[config.mk]
export PLATFORM = sky130hd
export DESIGN_NAME = instruction_fetch
export DESIGN_NICKNAME = d
export VERILOG_FILES = /design/src/rtl/instruction_fetch.sv
export SDC_FILE = /design/constraint.sdc
export NUM_CORES = 1
export LEC_CHECK = 0
export CORE_AREA = 2 2 106 108
export DETAILED_ROUTE_END_ITERATION = 10
export DIE_AREA = 0 0 108 110
export PLACE_DENSITY = 0.76
export SLEW_MARGIN = 10
export SYNTH_ARGS = -nofsm -noshare
export SYNTH_HDL_FRONTEND = slang
export SYNTH_SLANG_ARGS = --single-unit
[constraint.sdc]
create_clock -name clk -period 2.4 [get_ports clk]
set_input_delay 0.36 -clock clk [delete_from_list [all_inputs] [get_ports clk]]
set_output_delay 0.36 -clock clk [all_outputs]
set_load 0.005 [all_outputs]
[src/rtl/instruction_fetch.sv]
// ---------------------------------------------------------------------------
// instruction_fetch
//
// Fetch stage feeding the instruction bitfield decoder. It owns the program
// counter, reads one word per instruction over an Avalon-style memory port,
// and latches that word into the instruction register that drives the
// decoder. The controller consumes the word with a valid/ack handshake and
// returns the next-PC decision. Fetching stops at the halt address.
//
// Optional feature (compile-time macro):
//   IFETCH_MISALIGN_CHECK_EN  - trap a misaligned PC instead of fetching it.
//                               The trap state FAULT is sticky until reset.
//                               Without the macro the low PC bits are dropped
//                               on the bus and fetch_fault is tied to 0.
//
// Handshakes:
//   memory : mem_read/mem_address are held stable while mem_waitrequest=1.
//            The word is taken on the edge where mem_read=1 and
//            mem_waitrequest=0.
//   decoder: instr_valid=1 means instr holds an unconsumed word. instr_ack is
//            sampled only while instr_valid=1; the edge that sees it clears
//            instr_valid and updates pc. pc_load is meaningful only with
//            instr_ack.
//
// Ports:
//   clk, reset          clock; asynchronous active-high reset
//   mem_address  (out)  word-aligned byte address of the fetch
//   mem_read     (out)  read request
//   mem_waitrequest(in) memory stall
//   mem_readdata (in)   returned word
//   instr        (out)  instruction register to the decoder
//   instr_valid  (out)  instr holds a fetched, unconsumed word
//   instr_ack    (in)   controller consumed instr
//   pc_load      (in)   with instr_ack: next pc = pc_next, else pc+4
//   pc_next      (in)   branch/jump target
//   pc           (out)  address of the word in instr / being fetched
//   active       (out)  low once the halt address has been reached
//   fetch_fault  (out)  misaligned PC trap
//   state_dbg    (out)  current FSM state, for observation only
// ---------------------------------------------------------------------------
module instruction_fetch #(
   parameter logic [31:0] RESET_VECTOR = 32'hBFC00000,
   parameter logic [31:0] HALT_ADDR    = 32'h00000000
) (
   input  logic        clk,
   input  logic        reset,
   output logic [31:0] mem_address,
   output logic        mem_read,
   input  logic        mem_waitrequest,
   input  logic [31:0] mem_readdata,
   output logic [31:0] instr,
   output logic        instr_valid,
   input  logic        instr_ack,
   input  logic        pc_load,
   input  logic [31:0] pc_next,
   output logic [31:0] pc,
   output logic        active,
   output logic        fetch_fault,
   output logic [2:0]  state_dbg
);

   typedef enum logic [2:0] {
      S_IDLE   = 3'd0,
      S_FETCH  = 3'd1,
      S_HOLD   = 3'd2,
      S_HALTED = 3'd3,
      S_FAULT  = 3'd4
   } state_t;

   state_t      state_q, state_d;
   logic [31:0] pc_q, pc_d;
   logic [31:0] instr_q, instr_d;
   logic        instr_valid_q, instr_valid_d;
   logic [31:0] pc_target;

   // Next PC on ack; pc+4 wraps naturally in 32 bits.
   assign pc_target = pc_load ? pc_next : (pc_q + 32'd4);

   always_ff @(posedge clk or posedge reset) begin
      if (reset) begin
         state_q       <= S_IDLE;
         pc_q          <= RESET_VECTOR;
         instr_q       <= 32'd0;
         instr_valid_q <= 1'b0;
      end else begin
         state_q       <= state_d;
         pc_q          <= pc_d;
         instr_q       <= instr_d;
         instr_valid_q <= instr_valid_d;
      end
   end

   always_comb begin
      state_d       = state_q;
      pc_d          = pc_q;
      instr_d       = instr_q;
      instr_valid_d = instr_valid_q;
      case (state_q)
         S_IDLE: begin
            state_d = S_FETCH;
`ifdef IFETCH_MISALIGN_CHECK_EN
            if (pc_q[1:0] != 2'b00) state_d = S_FAULT;
`endif
         end
         S_FETCH: begin
            if (!mem_waitrequest) begin
               instr_d       = mem_readdata;
               instr_valid_d = 1'b1;
               state_d       = S_HOLD;
            end
         end
         S_HOLD: begin
            // instr is deliberately kept after ack; the decoder may still look.
            if (instr_ack) begin
               instr_valid_d = 1'b0;
               pc_d          = pc_target;
               if (pc_target == HALT_ADDR) begin
                  state_d = S_HALTED;
               end else begin
                  state_d = S_FETCH;
`ifdef IFETCH_MISALIGN_CHECK_EN
                  // Trap before a read is ever issued for the bad address.
                  if (pc_target[1:0] != 2'b00) state_d = S_FAULT;
`endif
               end
            end
         end
         S_HALTED: begin
            instr_valid_d = 1'b0;
         end
         S_FAULT: begin
            instr_valid_d = 1'b0;
         end
         default: begin
            state_d       = S_IDLE;
            instr_valid_d = 1'b0;
         end
      endcase
   end

   // The read strobe decodes straight from state so an asynchronous reset
   // drops it immediately and abandons any stalled transaction.
   assign mem_read    = (state_q == S_FETCH);
   assign mem_address = {pc_q[31:2], 2'b00};
   assign instr       = instr_q;
   assign instr_valid = instr_valid_q;
   assign pc          = pc_q;
   assign active      = (state_q != S_HALTED);
   assign state_dbg   = state_q;

`ifdef IFETCH_MISALIGN_CHECK_EN
   assign fetch_fault = (state_q == S_FAULT);
`else
   assign fetch_fault = 1'b0;
`endif

endmodule

=== After elaboration in Yosys (flattened, before gate mapping) ===
Index checks and enable logic that the tools add are counted.

* Register bits after elaboration: 68
* Logic and storage cells: 30
* ROM bits: 0
* Bits in writable memories: 0
* Bits in latches: 0
* Memories: 0

* Eq/ne operators: 7
* Shift operators: 0
* Bitwise operators: 3
* $add $sub $neg: 1
* Multiplexer cells: 8
* $lt $le $gt $ge: 0
* Div/mod/pow operators: 0
* Multipliers: 0
* Reductions and logical operators: 7

{| class="wikitable"
|+ Operators with widths
! operator !! number
|-
| $add A32 B3 Y32 const B || 1
|-
| $logic_not A32 Y1 || 1
|-
| $mux W32 || 1
|-
| $pmux W3 S4 || 1
|-
| $eq A3 B2 Y1 const B || 2
|-
| $mux W3 || 2
|-
| $reduce_and A3 Y1 || 2
|-
| $ne A2 B2 Y1 const B || 2
|-
| $reduce_and A2 Y1 || 2
|-
| $eq A3 B1 Y1 const B || 1
|-
| $eq A3 B3 Y1 const B || 1
|-
| $logic_not A3 Y1 || 1
|-
| $ne A3 B2 Y1 const B || 1
|-
| $not A1 Y1 || 3
|-
| $pmux W1 S3 || 1
|-
| $mux W1 || 2
|-
| $mux W2 || 1
|-
| $reduce_or A2 Y1 || 1
|}

=== Longest topological paths before layout ===
* Word-level depth: 6
* Depth in mapped cells: 9
* Mapped depth without buffers: 8

=== Worst setup path before layout ===
Ideal clock, no wire load.

* Path kind: reg-to-reg
* Start: register pc_q[2] (netlist: pc[2])
* End: register state_q[1] (netlist: state_dbg[1])
* Slack: 0.024 ns
* Library setup time: 0.076 ns
* Buffers on the path: 0
* Required time: 2.324 ns
* Cell stages (with the launch flop): 9
* Data arrival time: 2.300 ns
* Cell sequence: dfrtp_1 ha_1 nand3_1 or4_1 o31a_1 o31ai_1 and2_1 o2111ai_1 o21ai_1

* Longest elaborated chain between the ends: 6

{| class="wikitable"
|+ RTL lines
! what !! line !! source
|-
| start: declaration || 71 || <nowiki>logic [31:0] pc_q, pc_d;</nowiki>
|-
| start signal: assignment || 87 || <nowiki>pc_q <= pc_d;</nowiki>
|-
| $add A32 B3 Y32 || 77 || <nowiki>assign pc_target = pc_load ? pc_next : (pc_q + 32'd4);</nowiki>
|-
| $mux W32 || 77 ||
|-
| $logic_not A32 Y1 || 117 || <nowiki>if (pc_target == HALT_ADDR) begin</nowiki>
|-
| $mux W2 || 117 ||
|-
| $mux W3 || 114 || <nowiki>if (instr_ack) begin</nowiki>
|-
| $pmux W3 S4 || 98 || <nowiki>case (state_q)</nowiki>
|-
| end signal: assignment || 86 || <nowiki>state_q <= state_d;</nowiki>
|-
| end: declaration || 70 || <nowiki>state_t state_q, state_d;</nowiki>
|}

No other way between the ends. The select of a mux whose other input is x is not followed.
A chain may end at the register's enable or synchronous reset.

=== Worst setup path in the final report ===
Ends and elaborated chain as after synthesis.

==> results.py <==
metrics = {
    "status": {
        "outcome": "completed",
    },
    "power": {
        "seqPwrFrac_pct": 34.5,
        "swShare_pct": 29.02,
        "power.share.clock_pct": 24.0,
        "ir_drop_mv": 0.5743,
        "p_per_area_mw_per_mm2": 821.1,
        "switchingPower_w": 0.001527,
        "p_leak_nw": 2.549,
        "intPower_w": 0.003734,
        "comb_power_share_pct": 41.5,
    },
    "yosys": {
        "synth_area_sq_mm": 0.004126,
        "synth_seq_area_share_pct": 40.90,
        "postSynth.asyncResetShare_pct": 100.0,
        "postSynthAreaPerCell_sq_um": 9.109,
        "synth_edf_count": 0,
        "yosysUniqueCellTypes": 51,
        "synthCells": 453,
        "synth_seq_cells": 67,
        "ys_top_cells_by_area": "dfrtp_1 (35%), mux2_2 (9.0%), buf_4 (6.7%), dfstp_2 (5.7%), nand2_1 (4.4%)",
        "yosys.area.top_type": "dfrtp_1",
        "yosysTopAreaCellShare_pct": 35.17,
        "synth_ff_type": "dfrtp_1",
        "synth_warnings": 0,
    },
    "detailed_routing": {
        "remaining_drc_errors": 0,
        "wl_per_cell_microns": 17.66,
        "drtAntennaViolNets": 0,
        "dr_total_vias": 4268,
        "drt-total-wl_mm": 13.63,
        "firstDrtPassIters": 5,
        "drt_iter0_drc": 283,
        "drt-vias-per-instance": 5.528,
    },
    "grt": {
        "overflow": 0,
        "grt_pass1_vias": 4221,
        "grt_pass1_wl_mm": 21.48,
        "track_usage_pct": 23.41,
        "antenna_found_initial": 0,
        "grt_max_degree": 68,
    },
    "layout": {
        "final_util_pct": 59.89,
        "nFillCells": 894,
        "layout-drive-gt1-share_pct": 22.63,
        "final_cell_mix": "clkdlybuf4s50_1 (167), buf_4 (60), dfrtp_1 (57)",
        "stdcell_count": 772,
        "area_delta_synth_final_pct": 55.28,
        "final_area_sq_mm": 0.006407,
        "layout_commonest_cell": "clkdlybuf4s50_1",
        "antennaDiodeCount": 0,
        "final_nets": 698,
    },
    "min_path": {
        "hp-class": "input pin to asynchronous set/reset pin",
    },
    "worst_setup_path": {
        "worst_setup_path_end_kind": "register",
        "path_class": "register to register",
        "r2r_setup_slack_ns": 0.10,
        "crit_fanout": 4,
        "critPathLaunchType": "register",
        "worst_path_largest_cell_delay_ns": 0.56,
        "required_ns": 2.68,
        "cp_cell_sequence": "ha_4, nand3_1, or4_4, o31a_1, o31ai_2, and2_4, o2111ai_2, o21ai_1",
        "slowest_stage": "or4_4",
        "crit_arrival_ns": 2.58,
    },
    "place": {
        "post-place-ws_ns": -0.1326,
        "post_dp_cell_area_sq_mm": 0.006021,
        "gp_congestion": 0.9010,
        "port_buffers": 167,
        "numPlacedInstances": 750,
        "dpl.hpwl_mm": 10.11,
    },
    "floorplanning": {
        "die_area_sq_mm": 0.01188,
        "core_area_sq_mm": 0.01070,
        "rows": 38,
        "fp.dieW_microns": 108,
        "die_y_microns": 110,
        "start_util_pct": 38.57,
        "io-pin-count": 172,
    },
    "sta": {
        "setup_tns_ns": 0,
        "period_share_pct": 95.66,
        "setup_violations": 0,
        "slew_violations": 0,
        "hold_violations": 0,
        "max_freq_mhz": 435.6,
        "setup_ws_ns": 0.1043,
        "clock_skew_ns": 0.01226,
        "fin_crit_ns": 2.296,
    },
    "clocking": {
        "htreeDepth": 3,
        "cts_root_buf": "clkbuf_8",
        "cts_tree": "built",
        "cts_sinks": 67,
        "worstSkewPairLatency_ns": 0.35,
        "cts_buffers": 9,
        "clockBufferDepth": 2,
        "cts-hold-fix-buffers": 0,
        "clkTransAtPathRegs_ns": 0.08,
    },
    "run": {
        "drv_cap": 0,
    },
}
==> logic make-up after synthesis <==
group / count (synthesis) / synth area share [%]
XOR/XNOR: 14 / 2.971
other: 1 / 0.09088
adder cells (fa/ha/maj): 1 / 0.3032
AO/OA/AOI/OAI: 94 / 14.55
multiplexers: 40 / 10.70
buffers and inverters: 74 / 10.28
AND/OR/NAND/NOR: 162 / 20.19
flip-flops: 67 / 40.90
==> cell usage after synthesis (2+ instances only) <==
master / number
nor3_1: 13
nor2b_1: 4
dfstp_2: 9
nor2_1: 24
a211o_1: 2
or4_1: 5
nand3_1: 17
clkbuf_1: 22
dfrtp_1: 58
buf_4: 37
a22oi_1: 8
or3_1: 4
mux2_2: 33
inv_1: 5
nand2b_1: 5
a31oi_1: 2
nor4_1: 16
mux2i_1: 7
buf_1: 3
a221o_1: 2
nand2_1: 48
xnor2_1: 10
a211oi_1: 2
nand4_1: 10
a21oi_1: 20
buf_2: 6
and2_1: 3
or2_2: 2
o31ai_1: 7
o21ai_0: 27
o22ai_1: 8
xor2_1: 4
a311oi_1: 2
o31a_1: 6
and3_1: 6
==> flip-flops by register name, indices dropped and copies added (netlist names) <==
name and count:
instr 32, instr_valid 1, pc 32, state_dbg 2
==> worst max-delay path: cells and delay by family, from the launching register on <==
family                     cells  cell delay [ns]
and+or+nand+nor                3             0.85
AOI/OAI and AO/OA              4             0.80
DFF                            1             0.42
adders and majority gates      1             0.16
==> what timing repair did <==
| item | in CTS | in global routing |
|---|---|---|
| pin swaps | 0 | 6 |
| gates resized for setup | 2 | 15 |
| endpoints found under the setup margin | 1 | 2 |
| buffers inserted | 3 | 4 |
==> through the flow <==
stage	hold WS, ns	total power [W]
after floorplan	0.4654	0.002626
after global placement	0.4891	0.003848
after detailed placement	0.4947	0.003905
after CTS	0.4141	0.005222
after global routing	0.4688	0.005571
final	0.3915	0.005261
==> area by class of cell <==
cell class                      instances  area, sq um  share of cell area (%)
Clock buffer                            9        123.9                   1.933
Tap cell                              140        175.2                   2.734
Sequential cell                        67         1689                   26.36
Inverter                                6        22.52                  0.3515
Timing Repair Buffer                  229         2162                   33.74
Clock inverter                          6        137.6                   2.148
Multi-Input combinational cell        315         2097                   32.73
==> final timing paths <==
path / start / cells past startpoint / end
max: pc[2]$_DFFE_PP0P_ / 8 / state_dbg[1]$_DFFE_PP0P_
min reg2reg: instr[11]$_DFFE_PP0P_ / 1 / instr[11]$_DFFE_PP0P_
min: reset / 3 / instr[0]$_DFFE_PP0P_
max in group asynchronous: reset / 3 / pc[31]$_DFFE_PP1P_
max reg2reg: pc[2]$_DFFE_PP0P_ / 8 / state_dbg[1]$_DFFE_PP0P_
min in group clk: instr[11]$_DFFE_PP0P_ / 1 / instr[11]$_DFFE_PP0P_
==> metal layers <==
layer  part of all wire (%)  GRT usage [%]  up-vias
met4                    2.8          10.26        0
li1                       -              -     1953
met5                      0              0        -
met1                     39          28.28     2030
met2                     46          37.29      253
met3                     12          9.053       32
==> power by group through the flow <==
stage	clock (W)	combinational [W]	sequential, W
final	0.00126	0.00218	0.00182
after global routing	0.00133	0.00237	0.00187
after CTS	0.00128	0.00213	0.00181
after detailed placement	0	0.00207	0.00183
after global placement	0	0.00204	0.00181
after floorplan	0	0.000782	0.00184
Power figures use the tool's default switching activity.
